[src/rtl/subtractor_16bit_pipe_pkg.sv]
// subtractor_16bit_pipe_pkg: shared width constant and stage-1 payload type (SUB16_OVF_EN adds sign bits)
package sub_pkg;
    localparam int SUB_WIDTH = 16;
    localparam int SUB_HALF  = SUB_WIDTH / 2;
    typedef struct packed {
        logic [SUB_HALF-1:0] lo_y;
        logic                lo_bo;
        logic [SUB_HALF-1:0] hi_a;
        logic [SUB_HALF-1:0] hi_b;
`ifdef SUB16_OVF_EN
        logic                sa;
        logic                sb;
`endif
    } s1_t;
endpackage

[src/rtl/subtractor_16bit_pipe_if.sv]
// subtractor_16bit_pipe_if: operand/result valid-ready bundle (SUB16_OVF_EN adds ovf)
interface subtractor_16bit_pipe_if import sub_pkg::*; #(parameter int WIDTH = SUB_WIDTH);
    logic [WIDTH-1:0] a;
    logic [WIDTH-1:0] b;
    logic             b_in;
    logic             in_valid;
    logic             in_ready;
    logic [WIDTH-1:0] y;
    logic             Bo;
    logic             out_valid;
    logic             out_ready;
`ifdef SUB16_OVF_EN
    logic             ovf;
    modport slave  (input a, b, b_in, in_valid, out_ready, output in_ready, y, Bo, out_valid, ovf);
    modport master (output a, b, b_in, in_valid, out_ready, input in_ready, y, Bo, out_valid, ovf);
`else
    modport slave  (input a, b, b_in, in_valid, out_ready, output in_ready, y, Bo, out_valid);
    modport master (output a, b, b_in, in_valid, out_ready, input in_ready, y, Bo, out_valid);
`endif
endinterface

[src/rtl/sub_slice.sv]
// sub_slice: combinational W-bit subtractor with borrow in and borrow out
module sub_slice #(parameter int W = 8) (
    input  logic [W-1:0] i_a,
    input  logic [W-1:0] i_b,
    input  logic         i_bin,
    output logic [W-1:0] o_y,
    output logic         o_bo
);
    assign {o_bo, o_y} = {1'b0, i_a} - {1'b0, i_b} - {{W{1'b0}}, i_bin};
endmodule

[src/rtl/subtractor_16bit_pipe.sv]
// subtractor_16bit_pipe: two-stage valid/ready a-b-b_in, split at WIDTH/2 (SUB16_OVF_EN adds signed overflow)
module subtractor_16bit_pipe import sub_pkg::*; #(parameter int WIDTH = SUB_WIDTH) (
    input logic clk,
    input logic rst,
    subtractor_16bit_pipe_if.slave bus
);
    localparam int HW = WIDTH / 2;
    s1_t              r_s1;
    s1_t              w_s1_d;
    logic             r_s1_v;
    logic             r_s2_v;
    logic [WIDTH-1:0] r_y;
    logic             r_bo;
    logic [HW-1:0]    w_lo_y;
    logic [HW-1:0]    w_hi_y;
    logic             w_lo_bo;
    logic             w_hi_bo;
    logic             w_s2_rdy;
    logic             w_s1_rdy;
`ifdef SUB16_OVF_EN
    logic             r_ovf;
    assign bus.ovf = r_ovf;
`endif
    sub_slice #(.W(HW)) u_lo (
        .i_a(bus.a[HW-1:0]), .i_b(bus.b[HW-1:0]), .i_bin(bus.b_in), .o_y(w_lo_y), .o_bo(w_lo_bo)
    );
    sub_slice #(.W(HW)) u_hi (
        .i_a(r_s1.hi_a), .i_b(r_s1.hi_b), .i_bin(r_s1.lo_bo), .o_y(w_hi_y), .o_bo(w_hi_bo)
    );
    assign w_s2_rdy      = !r_s2_v || bus.out_ready;
    assign w_s1_rdy      = !r_s1_v || w_s2_rdy;
    assign bus.in_ready  = w_s1_rdy;
    assign bus.y         = r_y;
    assign bus.Bo        = r_bo;
    assign bus.out_valid = r_s2_v;
    // stage-1 payload: low-half result/borrow plus the high-half operands
    always_comb begin
        w_s1_d.lo_y  = w_lo_y;
        w_s1_d.lo_bo = w_lo_bo;
        w_s1_d.hi_a  = bus.a[WIDTH-1:HW];
        w_s1_d.hi_b  = bus.b[WIDTH-1:HW];
`ifdef SUB16_OVF_EN
        w_s1_d.sa    = bus.a[WIDTH-1];
        w_s1_d.sb    = bus.b[WIDTH-1];
`endif
    end
    // stage 1 advances whenever it is empty or stage 2 can take its content
    always_ff @(posedge clk) begin
        if (rst) begin
            r_s1_v <= 1'b0;
            r_s1   <= '0;
        end else if (w_s1_rdy) begin
            r_s1_v <= bus.in_valid;
            if (bus.in_valid) r_s1 <= w_s1_d;
        end
    end
    // stage 2 holds the result until it is taken; bubbles leave the old data untouched
    always_ff @(posedge clk) begin
        if (rst) begin
            r_s2_v <= 1'b0;
            r_y    <= '0;
            r_bo   <= 1'b0;
`ifdef SUB16_OVF_EN
            r_ovf  <= 1'b0;
`endif
        end else if (w_s2_rdy) begin
            r_s2_v <= r_s1_v;
            if (r_s1_v) begin
                r_y   <= {w_hi_y, r_s1.lo_y};
                r_bo  <= w_hi_bo;
`ifdef SUB16_OVF_EN
                r_ovf <= (r_s1.sa != r_s1.sb) && (w_hi_y[HW-1] != r_s1.sa);
`endif
            end
        end
    end
endmodule
[src/flat_wrapper.sv]
// flat-port wrapper written by rule: the top's interface ports become plain ports
module subtractor_16bit_pipe_flat import sub_pkg::*;
#(parameter int WIDTH = SUB_WIDTH)
  (clk, rst, bus_a, bus_b, bus_b_in, bus_in_valid, bus_out_ready, bus_in_ready, bus_y, bus_Bo, bus_out_valid);
  subtractor_16bit_pipe_if #(.WIDTH(WIDTH)) bus_i ();
  input logic clk;
  input logic rst;
  input wire logic [$bits(bus_i.a)-1:0] bus_a;
  input wire logic [$bits(bus_i.b)-1:0] bus_b;
  input wire logic [$bits(bus_i.b_in)-1:0] bus_b_in;
  input wire logic [$bits(bus_i.in_valid)-1:0] bus_in_valid;
  input wire logic [$bits(bus_i.out_ready)-1:0] bus_out_ready;
  output wire logic [$bits(bus_i.in_ready)-1:0] bus_in_ready;
  output wire logic [$bits(bus_i.y)-1:0] bus_y;
  output wire logic [$bits(bus_i.Bo)-1:0] bus_Bo;
  output wire logic [$bits(bus_i.out_valid)-1:0] bus_out_valid;
  assign bus_i.a = bus_a;
  assign bus_i.b = bus_b;
  assign bus_i.b_in = bus_b_in;
  assign bus_i.in_valid = bus_in_valid;
  assign bus_i.out_ready = bus_out_ready;
  assign bus_in_ready = bus_i.in_ready;
  assign bus_y = bus_i.y;
  assign bus_Bo = bus_i.Bo;
  assign bus_out_valid = bus_i.out_valid;
  subtractor_16bit_pipe #(.WIDTH(WIDTH)) u_core (.clk(clk), .rst(rst), .bus(bus_i));
endmodule
[config.mk]
export PLATFORM = sky130hd
export DESIGN_NAME = subtractor_16bit_pipe_flat
export DESIGN_NICKNAME = d
export VERILOG_FILES = /design/src/rtl/subtractor_16bit_pipe_pkg.sv /design/src/rtl/subtractor_16bit_pipe_if.sv /design/src/rtl/sub_slice.sv /design/src/rtl/subtractor_16bit_pipe.sv /design/src/flat_wrapper.sv
export SDC_FILE = /design/constraint.sdc
export NUM_CORES = 1
export LEC_CHECK = 0
export ABC_AREA = 1
export CAP_MARGIN = 0
export CORE_UTILIZATION = 30
export DETAILED_ROUTE_END_ITERATION = 16
export HOLD_SLACK_MARGIN = 0.15
export PLACE_DENSITY_LB_ADDON = 0.1
export SYNTH_ARGS = -nofsm -noshare
export SYNTH_HDL_FRONTEND = slang
export SYNTH_SLANG_ARGS = --single-unit
[constraint.sdc]
create_clock -name clk -period 2.2 [get_ports clk]
set_input_delay 0.33 -clock clk [delete_from_list [all_inputs] [get_ports clk]]
set_output_delay 0.33 -clock clk [all_outputs]
set_load 0.01 [all_outputs]
**Word level (Yosys, flattened, before mapping)**

Cells that the tools add are included.

- Flip-flop bits (word level): 44
- Logic and storage cells: 18

- Add/subtract/negate cells: 4
- Reductions and logical operators: 6

Operators with widths:

| cell | count |
|---|---|
| 8-bit by 8-bit subtractor with 9-bit output | 2 |
| 9-bit by 1-bit subtractor with 9-bit output | 2 |
| 2-bit AND reduction | 2 |
| 1-bit logical NOT | 2 |
| 1-bit logical OR | 2 |

**Depth between registers and ports, before layout**

Gate-level depths: netlist of the first run.

- Depth after elaboration: 4
- Mapped depth: 13

**Modules after synthesis**

From an unflattened synthesis of the first run, not the netlist that was laid out.

- Cells, all modules: 465
- Area, all modules: 3126.7 µm²

By module, submodules not included:

| module | instances | cells each | area an instance (µm²) |
|---|---|---|---|
| subtractor_16bit_pipe | 1 | 265 | 1973.1 |
| sub_slice | 2 | 100 | 576.8 |

**Worst setup path before layout of the first run**

Ideal clock, no wire load.

- Path kind: register to register
- From: register u_core.r_s1[16] (netlist name)
- To: register u_core.r_y[13], in the netlist u_core.bus.y[13]
- Library setup time: 109 ps
- Arrival: 1679 ps
- Required time: 2091 ps
- Slack: 413 ps
- Cell stages (with the launch flop): 12
- Buffers on the path: 0
- Period minus slack after synthesis: 1787 ps
- Cell sequence: dfxtp_1 > inv_1 > fa_1 > inv_1 > ha_1 > or2_2 > nand2_1 > nand3_1 > nand2_1 > nand3_1 > nand2_1 > inv_1

- Cells in the longest elaborated chain, start to end: 1

Ends and longest elaborated chain:

| item | line | text |
|---|---|---|
| from (decl) | subtractor_16bit_pipe.sv:8 | `s1_t r_s1;` |
| from (signal assigned) | subtractor_16bit_pipe.sv:54 | `if (bus.in_valid) r_s1 <= w_s1_d;` |
| 9-bit by 1-bit subtractor with 9-bit output | sub_slice.sv:9 | `assign {o_bo, o_y} = {1'b0, i_a} - {1'b0, i_b} - {{W{1'b0}}, i_bin};` |
| to (signal assigned) | subtractor_16bit_pipe.sv:69 | `r_y <= {w_hi_y, r_s1.lo_y};` |
| to (decl) | subtractor_16bit_pipe.sv:12 | `logic [WIDTH-1:0] r_y;` |

No other way between the ends.
A chain may end at the register's enable or synchronous reset.

**Final worst setup path of the first run**

- From: input port bus_b_in
- To: register u_core.r_s1[24] (netlist name)

- Cells in the longest elaborated chain, start to end: 1

Ends and longest elaborated chain:

| item | line | text |
|---|---|---|
| from (decl) | flat_wrapper.sv:10 | `input wire logic [$bits(bus_i.b_in)-1:0] bus_b_in;` |
| 9-bit by 1-bit subtractor with 9-bit output | sub_slice.sv:9 |  |

No other way between the ends.

==> results of run 1 <==
## worst min-delay path, stage by stage, from the launching register on
cell	delay, ns
dfxtp_1	0.30
inv_1	0.06
a21oi_1	0.06
## cell families (layout without fill, tap and decap cells)
group | Yosys count | after routing | synth area share [%]
and+or+nand+nor | 142 | 142 | 21.7
xor gates and xnor gates | 7 | 7 | 2.25
buffers and inverters | 103 | 162 | 15.9
adders and majority gates | 32 | 32 | 15.8
DFF | 44 | 44 | 32.4
AOI/OAI and AO/OA | 59 | 59 | 11.9
## where the power goes
part / total (W) / internal (W) / switching [W]
Clock: 0.000614 / 0.000337 / 0.000277
Sequential: 0.000898 / 0.000863 / 0.0000347
Combinational: 0.000727 / 0.000336 / 0.000391
## metal layers
layer  routed length (um)  up-vias  global-route usage [%]
li1                     -     1288                       -
met1                 2940     1000                    18.0
met2                 2310       48                    20.7
met3                  238        6                    2.23
met4                   88        0                    4.13
met5                    0        -                       0
## final timing paths
check / from / end / slack, ns / depth (start not counted)
max: bus_b_in / u_core.r_s1[24] / 0.16 / 13
min: u_core.r_s1[12] / u_core.r_s1[12] / 0.46 / 2
max reg2reg: u_core.r_s1[16] / u_core.bus.y[13] / 0.26 / 11
min reg2reg: u_core.r_s1[12] / u_core.r_s1[12] / 0.46 / 2
## registers in the layout (all words and copies together), names as in the netlist
name,flops
u_core.bus.Bo,1
u_core.bus.out_valid,1
u_core.bus.y,16
u_core.r_s1,25
u_core.r_s1_v,1
## cell usage after synthesis (4+ instances only)
cell / count / area (um2)
dfxtp_1: 44 / 881
nand2_1: 61 / 229
buf_2: 6 / 30.0
xor2_1: 5 / 43.8
nand3_1: 17 / 85.1
a21oi_1: 20 / 100
nor2_1: 51 / 191
buf_6: 4 / 45.0
nor2_2: 5 / 31.3
inv_2: 5 / 18.8
inv_1: 85 / 319
ha_1: 28 / 350
fa_1: 4 / 80.1
o21ai_1: 6 / 30.0
o21ai_0: 27 / 135
## area by class of cell
type | count | area, um2 | share of cell area (%)
flip-flops and latches | 44 | 881 | 25.3
repair buffers | 64 | 618 | 17.7
clock buffers | 6 | 72.6 | 2.08
inverters | 90 | 338 | 9.69
clock inverters | 2 | 35.0 | 1.01
multi-input cells | 240 | 1410 | 40.3
well taps | 108 | 135 | 3.88
## stage by stage
step	std cells	hold WS, ns
after floorplan	387	0.430
after global placement	546	0.450
after detailed placement	546	0.453
after CTS	554	0.466
after global routing	554	0.500
final	554	0.461
==> results.json, run 1 <==
{
  "total_power_w": 0.00224,
  "max-slew-margin-rel_pct": 70.7,
  "vias_per_cell": 4.23,
  "num_vias": 2342,
  "hold_class": "flop to flop",
  "root_buffer": "clkbuf_8",
  "final_cell_mix": "inv_1, nand2_1, clkdlybuf4s50_1",
  "cp-end-kind": "flop",
  "status": "finished, final reports clean",
  "grt_usage_pct": 13.1,
  "cp.arrival_ns": 2.24,
  "crit_path_max_fanout": 3,
  "grt_max_degree": 31,
  "ir_drop_uv": 225,
  "synth_ff_type": "dfxtp_1",
  "fin_skew_ns": 0.00393,
  "clock.fmax_ghz": 0.490,
  "core_area_um2": 8760,
  "worst_slew_pin_slew_ns": 0.440,
  "ys_seq_area_share_pct": 32.4,
  "layout_commonest_cell": "inv_1",
  "synth_nets": 456,
  "place.gp.congestion": 0.800,
  "cpPeakStageDelay_ns": 0.56,
  "htree_num_levels": 2,
  "cts_hold_buf": 0,
  "async_flop_share_pct": 0,
  "drc": 0,
  "dp_hpwl_um": 4350,
  "io_buffer_count": 55,
  "clock_latency_ns": 0.29,
  "tritoncts": "built",
  "crit_buf_inv": 4,
  "rsz0062_at_grt": "false",
  "fill_cells": 955,
  "worstPathRequired_ns": 2.40,
  "crit_path_start_kind": "primary input",
  "first_global_vias": 2227,
  "fin_crit_sh_pct": 92.8,
  "cts_buffers": 5,
  "cts_resized": 0,
  "synth_area_um2": 2720,
  "area_growth_pct": 28.2,
  "cpLargestDelayFamily": "adder cells",
  "finish.instance_area_um2": 3480,
  "rows": 34,
  "cts.path.max_buffers": 2,
  "totalWireLength_um": 5580,
  "critPathMostFrequentCell": "nand2_1",
  "ant_nets": 0,
  "post-place-ws_ns": -0.169,
  "fin_util_pct": 39.8,
  "drv_cap": 0,
  "drive_above_1_share_pct": 8.30,
  "ys_seq_elements": 44,
  "yosysUniqueCellTypes": 26,
  "syn_area_per_cell_um2": 7.03,
  "initial_utilization_pct": 31.0,
  "clkTransAtPathRegs_ns": 0.08,
  "diodes": 0,
  "final_nets": 514,
  "io_pins": 56,
  "grt_pass1_wl_um": 10100,
  "ys_warn_count": 0,
  "placed_cell_area_um2": 3380,
  "post_cts_buffers": 0,
  "routedWlPerCell_um": 10.1,
  "tns_ns": 0,
  "first_iter_violations": 44,
  "die-area_um2": 9450,
  "syn-instance-count": 387,
  "antenna_found_initial": 0,
  "finalCriticalPeriod_ns": 2.04,
  "setup_ws_ns": 0.159,
  "synth_edf_count": 0,
  "drt-pass1-iter-count": 4,
  "setup_viol": 0,
  "fp.dieW_um": 97.2,
  "finalMaxSlewViolations": 0,
  "clock_sinks": 44,
  "crit_type": "primary input to flop",
  "die_h_um": 97.2,
  "crit_chain": "clkdlybuf4s50_1 -> inv_1 -> fa_1 -> inv_1 -> ha_1 -> o21ai_0 -> nand2_1 -> nand2_1 -> nand2_1 -> nand2_1 -> nand3_1 -> nand2_1 -> inv_1",
  "p_per_area_nw_per_um2": 643,
  "leakagePower_nw": 1.77,
  "grt.overflow.total": 0,
  "slowest_stage": "fa_1",
  "finalHoldViolations": 0
}
(Power assumes the default switching activity.)
==> run 2, diff against run 1 <==
Settings changed: CORE_MARGIN set to 10, SETUP_SLACK_MARGIN set to 0.1.
==> run 2 against run 1 <==
Global-route usage shrank 3.2 points. Setup slack improved by 0.13 ns. Power up 0.32%. Flip-flop and latch count is the same. Critical path type is now flop to flop. Critical endpoint is now u_core.bus.y[13]. Largest power group unchanged. Highest routed layer unchanged.
==> results.json, run 2 (same netlist as run 1, synthesis figures left out) <==
{
  "status": "finished, final reports clean",
  "drc": 0,
  "min_from": "u_core.r_s1[12]",
  "leakagePower_nw": 1.79,
  "p_switching_w": 0.000709,
  "die_h_um": 115,
  "cp-end-kind": "flop",
  "layout_commonest_cell": "inv_1",
  "htree_num_levels": 2,
  "clock_latency_ns": 0.30,
  "ff2ff_setup_slack_ns": 0.29,
  "finalHoldViolations": 0,
  "internal-power_w": 0.00154,
  "io_pins": 56,
  "antenna_found_initial": 0,
  "drive_above_1_share_pct": 8.97,
  "worst_slew_pin_slew_ns": 0.451,
  "place.gp.congestion": 0.812,
  "rows": 34,
  "area_growth_pct": 28.5,
  "drt-pass1-iter-count": 4,
  "rsz0062_at_grt": "false",
  "fp.dieW_um": 115,
  "vias_per_cell": 4.21,
  "setup_viol": 0,
  "fill_cells": 941,
  "finalMaxSlewViolations": 0,
  "first_iter_violations": 57,
  "seqPwrFrac_pct": 40.0,
  "ir_drop_uv": 262,
  "r2r_start": "u_core.r_s1[16]",
  "final_cell_count_no_fill": 554,
  "worstPathRequired_ns": 2.41,
  "critPathCapture": "u_core.bus.y[13]",
  "post-place-ws_ns": -0.196,
  "largest_reg_flops": 25,
  "final_nets": 514,
  "numPlacedInstances": 546,
  "worst-r2r-cell-count": 11,
  "cp-startpoint": "u_core.r_s1[16]",
  "fin_crit_sh_pct": 87.0,
  "routedWlPerCell_um": 11.1,
  "core_area_um2": 8760,
  "comb_power_share_pct": 32.6,
  "grt_usage_pct": 9.87,
  "crit_path_max_fanout": 2,
  "grt.overflow.total": 0,
  "io_buffer_count": 55,
  "crit_path_start_kind": "flop",
  "clkTransAtPathRegs_ns": 0.09,
  "clock_sinks": 44,
  "grt_pass1_wl_um": 10900,
  "finalCriticalPeriod_ns": 1.91,
  "grt_max_degree": 31,
  "cts_buffers": 5,
  "tns_ns": 0,
  "r2r-end": "u_core.bus.y[13]",
  "fin_skew_ns": 0.00961,
  "first_global_vias": 2375,
  "initial_utilization_pct": 31.0,
  "seqCellArea_um2": 881,
  "ant_nets": 0,
  "regMostFlops": "u_core.r_s1",
  "num_vias": 2331,
  "cts.path.max_buffers": 2,
  "cp.arrival_ns": 2.12,
  "hold_class": "flop to flop",
  "drv_cap": 0,
  "multi_input_area_um2": 1410,
  "clkPwrFrac_pct": 27.4,
  "cts_hold_buf": 0,
  "die-area_um2": 13300,
  "max-slew-margin-rel_pct": 69.9,
  "crit_type": "flop to flop",
  "final_cell_mix": "inv_1, nand2_1, clkdlybuf4s50_1",
  "dp_hpwl_um": 4880,
  "setup_ws_ns": 0.286,
  "tritoncts": "built",
  "hold_ws_ns": 0.465,
  "root_buffer": "clkbuf_8",
  "totalWireLength_um": 6160,
  "p_per_area_nw_per_um2": 643,
  "switching_share_pct": 31.5,
  "diodes": 0,
  "clock.fmax_ghz": 0.523
}
## run 2: power groups by stage
stage / logic (W) / registers [W] / clock network [W]
global placement: 0.000731 / 0.000916 / 0
finish: 0.000732 / 0.000898 / 0.000616
detailed placement: 0.000739 / 0.000918 / 0
floorplan: 0.000479 / 0.000922 / 0
CTS: 0.000743 / 0.000899 / 0.000634
global route: 0.000857 / 0.000908 / 0.000672
## run 2: metal layers
layer	vias to the layer above	part of all wire (%)	GRT usage, %
li1	1290	-	-
met1	990	50	12.6
met2	44	43	15.7
met3	7	5.9	2.71
met4	0	1.3	3.22
met5	-	0	0
## run 2: layout make-up
| type | instances | area share [%] |
|---|---|---|
| tap | 108 | 3.87 |
| clock inverter | 2 | 1.00 |
| sequential | 44 | 25.2 |
| timing repair buffer | 64 | 17.8 |
| multi-input combinational | 240 | 40.3 |
| clock buffer | 6 | 2.08 |
| inverter | 90 | 9.67 |
## run 2: per-stage QoR
| step | power [W] | util, % | instance area (um2) |
|---|---|---|---|
| detailed placement | 0.00166 | 38.5 | 3380 |
| floorplan | 0.00140 | - | 2720 |
| finish | 0.00225 | 39.9 | 3490 |
| CTS | 0.00228 | 39.8 | 3480 |
| global placement | 0.00165 | 38.5 | 3380 |
| global route | 0.00244 | 39.9 | 3490 |
## run 2: timing repair
action / 4_1_cts / 5_1_grt
setup endpoints to repair: 0 / 3
buffers inserted: 0 / 0
resized for setup: 0 / 6
## run 2: worst max-delay path: stages, from the launching register on
cell     delay (ns)
dfxtp_1        0.32
inv_1          0.06
fa_1           0.56
inv_1          0.05
ha_1           0.17
or2_2          0.29
nand2_1        0.10
nand3_1        0.07
nand2_1        0.06
nand3_1        0.07
nand2_1        0.08
inv_1          0.03
## run 2: worst min-delay path by stage
stage / cells after the start / slack [ns] / to
6_report: 2 / 0.46 / u_core.r_s1[12]
5_1_grt: 2 / 0.47 / u_core.r_s1[15]
4_1_cts: 2 / 0.47 / u_core.r_s1[12]
3_5_place_dp: 2 / 0.45 / u_core.r_s1[12]
3_3_place_gp: 2 / 0.45 / u_core.r_s1[12]
2_1_floorplan: 2 / 0.43 / u_core.bus.y[7]
==> run 3, diff against run 2 <==
Settings changed: CAP_MARGIN 0 to unset, CTS_BUF_LIST set to sky130_fd_sc_hd__clkbuf_16.
==> run 3 against run 2 <==
Design area up 2.0%. Maximum frequency down 0.44%. Combinational power up 0.8%. Via count up 0.39%. Setup slack worse by 0.0084 ns. Power up 9.5%. Highest routed layer unchanged.
==> results.json, run 3 (same netlist as run 1, synthesis figures left out) <==
{
  "clkPwrFrac_pct": 33.4,
  "crit_chain": "inv_1 -> fa_1 -> inv_1 -> ha_1 -> or2_2 -> nand2_1 -> nand3_1 -> nand2_1 -> nand3_1 -> nand2_1 -> inv_1",
  "routedWlPerCell_um": 11.1,
  "drive_above_1_share_pct": 9.19,
  "dp_hpwl_um": 4880,
  "cpPeakStageDelay_ns": 0.56,
  "finalHoldViolations": 0,
  "diodes": 0,
  "drt-pass1-iter-count": 4,
  "grt.overflow.total": 0,
  "io_pins": 56,
  "place.gp.congestion": 0.812,
  "worst_slew_pin_slew_ns": 0.447,
  "max-slew-margin-rel_pct": 70.1,
  "cp-end-kind": "flop",
  "rsz0062_at_grt": "false",
  "grt_max_degree": 31,
  "die_h_um": 115,
  "antenna_found_initial": 0,
  "cpLargestDelayFamily": "adder cells",
  "root_buffer": "clkbuf_16",
  "slowest_stage": "fa_1",
  "clock.fmax_ghz": 0.520,
  "crit_path_max_fanout": 2,
  "cp-startpoint": "u_core.r_s1[16]",
  "crit_buf_inv": 3,
  "crit_path_start_kind": "flop",
  "finish.instance_area_um2": 3560,
  "switching_share_pct": 29.5,
  "initial_utilization_pct": 31.0,
  "r2r-end": "u_core.bus.y[13]",
  "totalWireLength_um": 6160,
  "clock_latency_ns": 0.28,
  "cts_resized": 0,
  "drv_cap": 0,
  "leakagePower_nw": 1.82,
  "clock_sinks": 44,
  "setup_viol": 0,
  "post_cts_buffers": 0,
  "regMostFlops": "u_core.r_s1",
  "tritoncts": "built",
  "internal-power_w": 0.00173,
  "clkTransAtPathRegs_ns": 0.06,
  "layout_commonest_cell": "inv_1",
  "cp_num_cells": 11,
  "comb_power_share_pct": 30.0,
  "cts_hold_buf": 0,
  "first_global_vias": 2391,
  "critPathCapture": "u_core.bus.y[13]",
  "fin_crit_sh_pct": 87.4,
  "hold_class": "flop to flop",
  "core_area_um2": 8760,
  "worstPathRequired_ns": 2.38,
  "finalCriticalPeriod_ns": 1.92,
  "p_per_area_nw_per_um2": 691,
  "area_growth_pct": 31.0,
  "r2r_start": "u_core.r_s1[16]",
  "fin_util_pct": 40.6,
  "placed_cell_area_um2": 3380,
  "ff2ff_setup_slack_ns": 0.28,
  "tns_ns": 0,
  "seqPwrFrac_pct": 36.6,
  "fin_skew_ns": 0.00433,
  "final_nets": 514,
  "first_iter_violations": 56,
  "total_power_w": 0.00246,
  "cts_buffers": 5,
  "final_cell_mix": "inv_1, nand2_1, clkdlybuf4s50_1",
  "status": "finished, final reports clean",
  "io_buffer_count": 55,
  "grt_usage_pct": 9.93,
  "fp.dieW_um": 115,
  "htree_num_levels": 2,
  "worst-r2r-cell-count": 11,
  "drc": 0,
  "rows": 34,
  "grt_pass1_wl_um": 11000,
  "ant_nets": 0,
  "cp.arrival_ns": 2.10,
  "largest_reg_flops": 25,
  "finalMaxSlewViolations": 0,
  "vias_per_cell": 4.22,
  "cts.path.max_buffers": 2,
  "die-area_um2": 13300,
  "num_vias": 2340,
  "crit_type": "flop to flop",
  "ir_drop_uv": 352,
  "p_switching_w": 0.000726
}
-- run 3: cell types whose count changed in the layout (fill, tap and decap cells not counted) --
cell and change:
clkbuf_16 +5, inv_1 +1, clkbuf_8 -5, ha_4 +1
clkbuf_1 -1, ha_1 -1
-- run 3: through the flow --
stage,setup WS (ns),std cells,hold slack [ns]
final,0.278,554,0.462
after global routing,0.123,554,0.470
after CTS,0.109,554,0.462
after detailed placement,-0.196,546,0.454
after global placement,-0.147,546,0.449
after floorplan,0.413,387,0.430
-- run 3: power groups by stage --
stage | registers [W] | clock network (W) | logic, W
after floorplan | 0.000922 | 0 | 0.000479
after global placement | 0.000916 | 0 | 0.000731
after detailed placement | 0.000918 | 0 | 0.000739
after CTS | 0.000900 | 0.000852 | 0.000743
after global routing | 0.000908 | 0.000891 | 0.000864
final | 0.000900 | 0.000823 | 0.000738
-- run 3: layout make-up --
cell class	instances	area (um2)
inverters	90	338
clock buffers	5	125
repair buffers	64	623
fillers	934	5200
well taps	108	135
clock inverters	3	38.8
flip-flops and latches	44	881
multi-input cells	240	1420
-- run 3: worst min path at each step --
| stage | startpoint | endpoint | slack, ns | cells past startpoint |
|---|---|---|---|---|
| finish | u_core.r_s1[12] | u_core.r_s1[12] | 0.46 | 2 |
| global route | u_core.r_s1[15] | u_core.r_s1[15] | 0.47 | 2 |
| CTS | u_core.r_s1[12] | u_core.r_s1[12] | 0.46 | 2 |
| detailed placement | u_core.r_s1[12] | u_core.r_s1[12] | 0.45 | 2 |
| global placement | u_core.r_s1[12] | u_core.r_s1[12] | 0.45 | 2 |
| floorplan | u_core.r_s1[24] | u_core.bus.y[7] | 0.43 | 2 |
-- run 3: layer usage --
layer  up-vias  global-route usage [%]  part of all wire (%)
li1       1291                       -                     -
met5         -                       0                     0
met1       998                    12.7                    50
met3         4                    2.71                   6.0
met4         0                    3.47                  0.94
met2        47                    15.7                    43
-- run 3: worst register-to-register path, stage by stage, from the launching register on --
cell and delay (ns):
dfxtp_1 0.31, inv_1 0.06, fa_1 0.56, inv_1 0.05, ha_1 0.17, or2_2 0.29, nand2_1 0.09, nand3_1 0.07
nand2_1 0.06, nand3_1 0.07, nand2_1 0.08, inv_1 0.03
